### src/rtl/seq_011_framer_tx_if.sv
// Parallel word handshake into the 011 framer: source presents data_in/data_valid,
// framer answers with data_ready.
interface seq_011_framer_tx_if #(
    parameter int DATA_W = 8
);
    logic [DATA_W-1:0] data_in;
    logic              data_valid;
    logic              data_ready;

    modport master (output data_in, output data_valid, input data_ready);
    modport slave  (input data_in, input data_valid, output data_ready);
endinterface

### src/rtl/seq_011_framer_tx.sv
// Serial frame transmitter: 0,1,1 preamble, DATA_W payload bits MSB first,
// then GAP_BITS zero bits. Moore outputs decoded from registered state only.
module seq_011_framer_tx #(
    parameter int DATA_W   = 8,
    parameter int GAP_BITS = 1
) (
    input  logic                 clk,
    input  logic                 reset,
    seq_011_framer_tx_if.slave   bus,
    output logic                 y,
    output logic                 busy,
    output logic                 done
);
    localparam int CNT_W = (DATA_W > 1) ? $clog2(DATA_W) : 1;

    typedef enum logic [2:0] {
        IDLE = 3'd0,
        PRE0 = 3'd1,
        PRE1 = 3'd2,
        PRE2 = 3'd3,
        DATA = 3'd4,
        GAP  = 3'd5
    } state_t;

    state_t             state_q, state_d;
    logic [DATA_W-1:0]  shift_q, shift_d;
    logic [CNT_W-1:0]   bit_cnt_q, bit_cnt_d;
    logic [3:0]         gap_cnt_q, gap_cnt_d;

    always_ff @(posedge clk or posedge reset) begin
        if (reset) begin
            state_q   <= IDLE;
            shift_q   <= '0;
            bit_cnt_q <= '0;
            gap_cnt_q <= '0;
        end else begin
            state_q   <= state_d;
            shift_q   <= shift_d;
            bit_cnt_q <= bit_cnt_d;
            gap_cnt_q <= gap_cnt_d;
        end
    end

    always_comb begin
        state_d   = state_q;
        shift_d   = shift_q;
        bit_cnt_d = bit_cnt_q;
        gap_cnt_d = gap_cnt_q;
        case (state_q)
            IDLE: begin
                if (bus.data_valid) begin
                    shift_d   = bus.data_in;
                    bit_cnt_d = CNT_W'(DATA_W - 1);
                    state_d   = PRE0;
                end
            end
            PRE0: state_d = PRE1;
            PRE1: state_d = PRE2;
            PRE2: state_d = DATA;
            DATA: begin
                shift_d = {shift_q[DATA_W-2:0], 1'b0};
                // Counters saturate at zero on the final cycle instead of wrapping.
                if (bit_cnt_q == '0) begin
                    state_d   = GAP;
                    gap_cnt_d = 4'(GAP_BITS - 1);
                end else begin
                    bit_cnt_d = bit_cnt_q - CNT_W'(1);
                end
            end
            GAP: begin
                if (gap_cnt_q == '0) begin
                    state_d = IDLE;
                end else begin
                    gap_cnt_d = gap_cnt_q - 4'd1;
                end
            end
            default: state_d = IDLE;
        endcase
    end

    always_comb begin
        y    = 1'b0;
        busy = (state_q != IDLE);
        // First GAP cycle is the only one where gap_cnt still holds its load value.
        done = (state_q == GAP) && (gap_cnt_q == 4'(GAP_BITS - 1));
        case (state_q)
            PRE1:    y = 1'b1;
            PRE2:    y = 1'b1;
            DATA:    y = shift_q[DATA_W-1];
            default: y = 1'b0;
        endcase
    end

    assign bus.data_ready = (state_q == IDLE);

endmodule

### src/flat_wrapper.sv
// flat-port wrapper written by rule: the top's interface ports become plain ports
module seq_011_framer_tx_flat 
#(
    parameter int DATA_W   = 8,
    parameter int GAP_BITS = 1
)
  (clk, reset, y, busy, done, bus_data_in, bus_data_valid, bus_data_ready);
  seq_011_framer_tx_if #(.DATA_W(DATA_W)) bus_i ();
  input  logic clk;
  input  logic reset;
  output logic y;
  output logic busy;
  output logic done;
  input wire logic [$bits(bus_i.data_in)-1:0] bus_data_in;
  input wire logic [$bits(bus_i.data_valid)-1:0] bus_data_valid;
  output wire logic [$bits(bus_i.data_ready)-1:0] bus_data_ready;
  assign bus_i.data_in = bus_data_in;
  assign bus_i.data_valid = bus_data_valid;
  assign bus_data_ready = bus_i.data_ready;
  seq_011_framer_tx #(.DATA_W(DATA_W), .GAP_BITS(GAP_BITS)) u_core (.clk(clk), .reset(reset), .bus(bus_i), .y(y), .busy(busy), .done(done));
endmodule
### config.mk
export PLATFORM = sky130hd
export DESIGN_NAME = seq_011_framer_tx_flat
export DESIGN_NICKNAME = d
export VERILOG_FILES = /design/src/rtl/seq_011_framer_tx_if.sv /design/src/rtl/seq_011_framer_tx.sv /design/src/flat_wrapper.sv
export SDC_FILE = /design/constraint.sdc
export NUM_CORES = 1
export LEC_CHECK = 0
export ABC_CLOCK_PERIOD_IN_PS = 1900
export CORE_ASPECT_RATIO = 0.7
export CORE_MARGIN = 2
export CORE_UTILIZATION = 52
export CTS_CLUSTER_SIZE = 8
export DETAILED_ROUTE_END_ITERATION = 16
export HOLD_SLACK_MARGIN = 0.03
export PLACE_DENSITY = 0.89
export SLEW_MARGIN = 20
export SYNTH_ARGS = -nofsm -noshare
export SYNTH_HDL_FRONTEND = slang
export SYNTH_SLANG_ARGS = --single-unit
### constraint.sdc
create_clock -name clk -period 1.9 [get_ports clk]
set_input_delay 0.38 -clock clk [delete_from_list [all_inputs] [get_ports clk]]
set_output_delay 0.38 -clock clk [all_outputs]
set_load 0.05 [all_outputs]
==> impl_metrics.toml <==
[outcome]
status = "finished with violations"
violations = "setup timing"

[yosys]
async_reset_ff_share_pct = 100
syn_area_um2 = 1010
synth.most_common_cell = "dfrtp_1"
yosys_warnings = 0
ys_seq_elements = 18
yosysUniqueCellTypes = 33
ys.flop_type = "dfrtp_1"
synth_top_cell_area_share_pct = 44.7
muxShareOfSynthArea_pct = 1.12
avgSynthCellArea_um2 = 9.98
synth_top_family_by_area = "compound AO/OA/AOI/OAI gates"
synth.area.top_cells = "dfrtp_1, o22ai_1, ha_1, a21oi_1, inv_1"
synth_xor_area_share_pct = 0.868
synth-compound-area-share_pct = 26.1
synth_nets = 116
synth_edf_count = 0
synth-adder-area-share_pct = 4.96
synthSimpleGateAreaFrac_pct = 16.1
synthesis.instances = 101
yosys-top-cells-count = "dfrtp_1, o22ai_1, inv_1, a21oi_1, a31oi_1"
synth_area_leader_cell = "dfrtp_1"
yosysSeqAreaShare_pct = 44.7

[critical_path]
end_kind = "output pin"
r2r_slack_ns = 0.29
crit_start = "u_core.gap_cnt_q[0]"
reg2reg_depth = 6
r2r-start = "u_core.bit_cnt_q[0]"
cp-start-kind = "flip-flop"
r2r_end = "u_core.bit_cnt_q[0]"
cp_max_fo = 2
cp.required_ns = 1.52
crit_type = "flip-flop to output pin"
worstPathArrival_ns = 1.56

[sta]
rsz0062_at_grt = "true"
timing.final.crit_share_pct = 102
clock.fmax_mhz = 516
fin_crit_ns = 1.94
tightest_slew_ns = 0.556
setup_viol = 1
hold_viol_final = 0
clock_skew_ns = 0.00323
slew_headroom_pct = 62.5
layout_setup_ws_ns = -0.0384
maxSlewViolCount = 0

[grt]
grt_max_degree = 19
grt_first_pass_wirelength_um = 3800
antenna_found_initial = 0
grt_pass1_vias = 850
grt_usage_pct = 23.2
grt-ovfl-total = 0

[power_and_ir_drop]
seqPwrFrac_pct = 33.4
total_power_mw = 1.87
p_int_mw = 1.08
switching_share_pct = 42.1
combPwrFrac_pct = 56.9
p_leak_nw = 0.578
vdd_drop_max_uv = 995
pwr-share-clk_pct = 9.7
p_sw_uw = 788
power_density_nw_per_um2 = 1440

[drt]
antenna_left = 0
drtIter0Drc = 34
post_drt_via_cell_ratio = 6.26
drtPass1Iterations = 4
vias = 914
wl_um = 2390
avgRoutedWirePerCell_um = 16.3
drc = 0

[floorplan]
start_util_pct = 54.9
die_h_um = 40.8
ioPinCount = 15
dieArea_um2 = 2310
die_w_um = 56.6
rows = 13
coreArea_um2 = 1840

[job]
drv_cap = 0

[cts]
htree_num_levels = 1
cts_tree = "done"
clockBufferDepth = 2
insertion_delay_ns = 0.29
cts-hold-fix-buffers = 0
cts_root_buf = "clkbuf_4"
cts.sinks = 18
numCtsBuffers = 3
cts.clk_slew.worst_paths_ns = 0.09

[layout]
final_nets = 141
diodes = 0
synthToLayoutAreaGrowth_pct = 29.3
drive_gt1_share_pct = 24.2
fin_area_um2 = 1300

[place]
dp_hpwl_um = 1680
gp_congestion = 0.789
placedInstanceArea_um2 = 1220
portBuffers = 14

[hold_path]
hp-class = "input port to asynchronous set/reset pin"
final cells by class:
class / count / area [um2]
Fill cell: 135 / 534
Multi-Input combinational cell: 70 / 528
Sequential cell: 18 / 452
Timing Repair Buffer: 24 / 240
Inverter: 9 / 33.8
Tap cell: 22 / 27.5
Clock buffer: 3 / 22.5
state kept, by name, indices dropped and copies added (netlist names):
register and flops:
u_core.shift_q 8, u_core.gap_cnt_q 4, u_core.bit_cnt_q 3, u_core.state_q 3
what timing repair did:
action / CTS / global route
pin swaps: 2 / 2
setup buffers: 4 / 1
resized for setup: 6 / 2
setup endpoints to repair: 1 / 2
stage by stage:
stage	setup WS, ns	hold slack, ns	setup TNS, ns	cells	util (%)
6_report	-0.0384	0.419	-0.0384	146	70.9
5_1_grt	-0.105	0.426	-0.105	146	70.9
2_1_floorplan	0.0417	0.319	0	101	-
4_1_cts	-0.0658	0.420	-0.0658	145	70.5
3_3_place_gp	0.153	0.470	0	138	66.5
3_5_place_dp	0.127	0.466	0	138	66.5
cells by family (layout without fill, tap and decap cells):
logic type,Yosys count,after routing
compound gates,40,40
flops,18,18
buf+inv,13,36
simple gates,24,24
mux,1,1
fa+ha+maj,4,4
xor+xnor,1,1
worst max-delay path, cell delays in order, from the launching register on:
cell	delay [ns]
dfrtp_1	0.41
inv_2	0.09
ha_4	0.13
or3b_4	0.39
nor2_4	0.11
buf_12	0.14
how the worst max path moves through the flow:
stage / end / slack [ns] / depth (start not counted)
after CTS: done / -0.07 / 5
after floorplan: busy / 0.04 / 4
after detailed placement: done / 0.13 / 5
final: done / -0.04 / 5
after global placement: done / 0.15 / 5
after global routing: done / -0.11 / 5
power by group through the flow:
stage / clock network [mW] / registers (mW) / logic [mW]
after floorplan: 0 / 0.596 / 0.750
after detailed placement: 0 / 0.633 / 1.02
after CTS: 0.187 / 0.625 / 1.03
final: 0.182 / 0.626 / 1.07
after global routing: 0.214 / 0.640 / 1.15
after global placement: 0 / 0.626 / 0.991
layer usage:
layer  part of all wire (%)  global-route usage (%)
met3                    5.7                    8.52
met4                    2.8                    12.5
met5                      0                       0
met2                     48                    39.0
met1                     43                    27.2
layout by cell type, fill, tap and decap left out, types with 4 or more instances in the layout:
cell	instances
inv_1	7
clkdlybuf4s50_1	10
dfrtp_1	17
o21ai_0	4
buf_4	10
a31oi_1	5
o22ai_1	11
a21oi_1	7
Note: power is estimated with default switching activity, not from simulation.
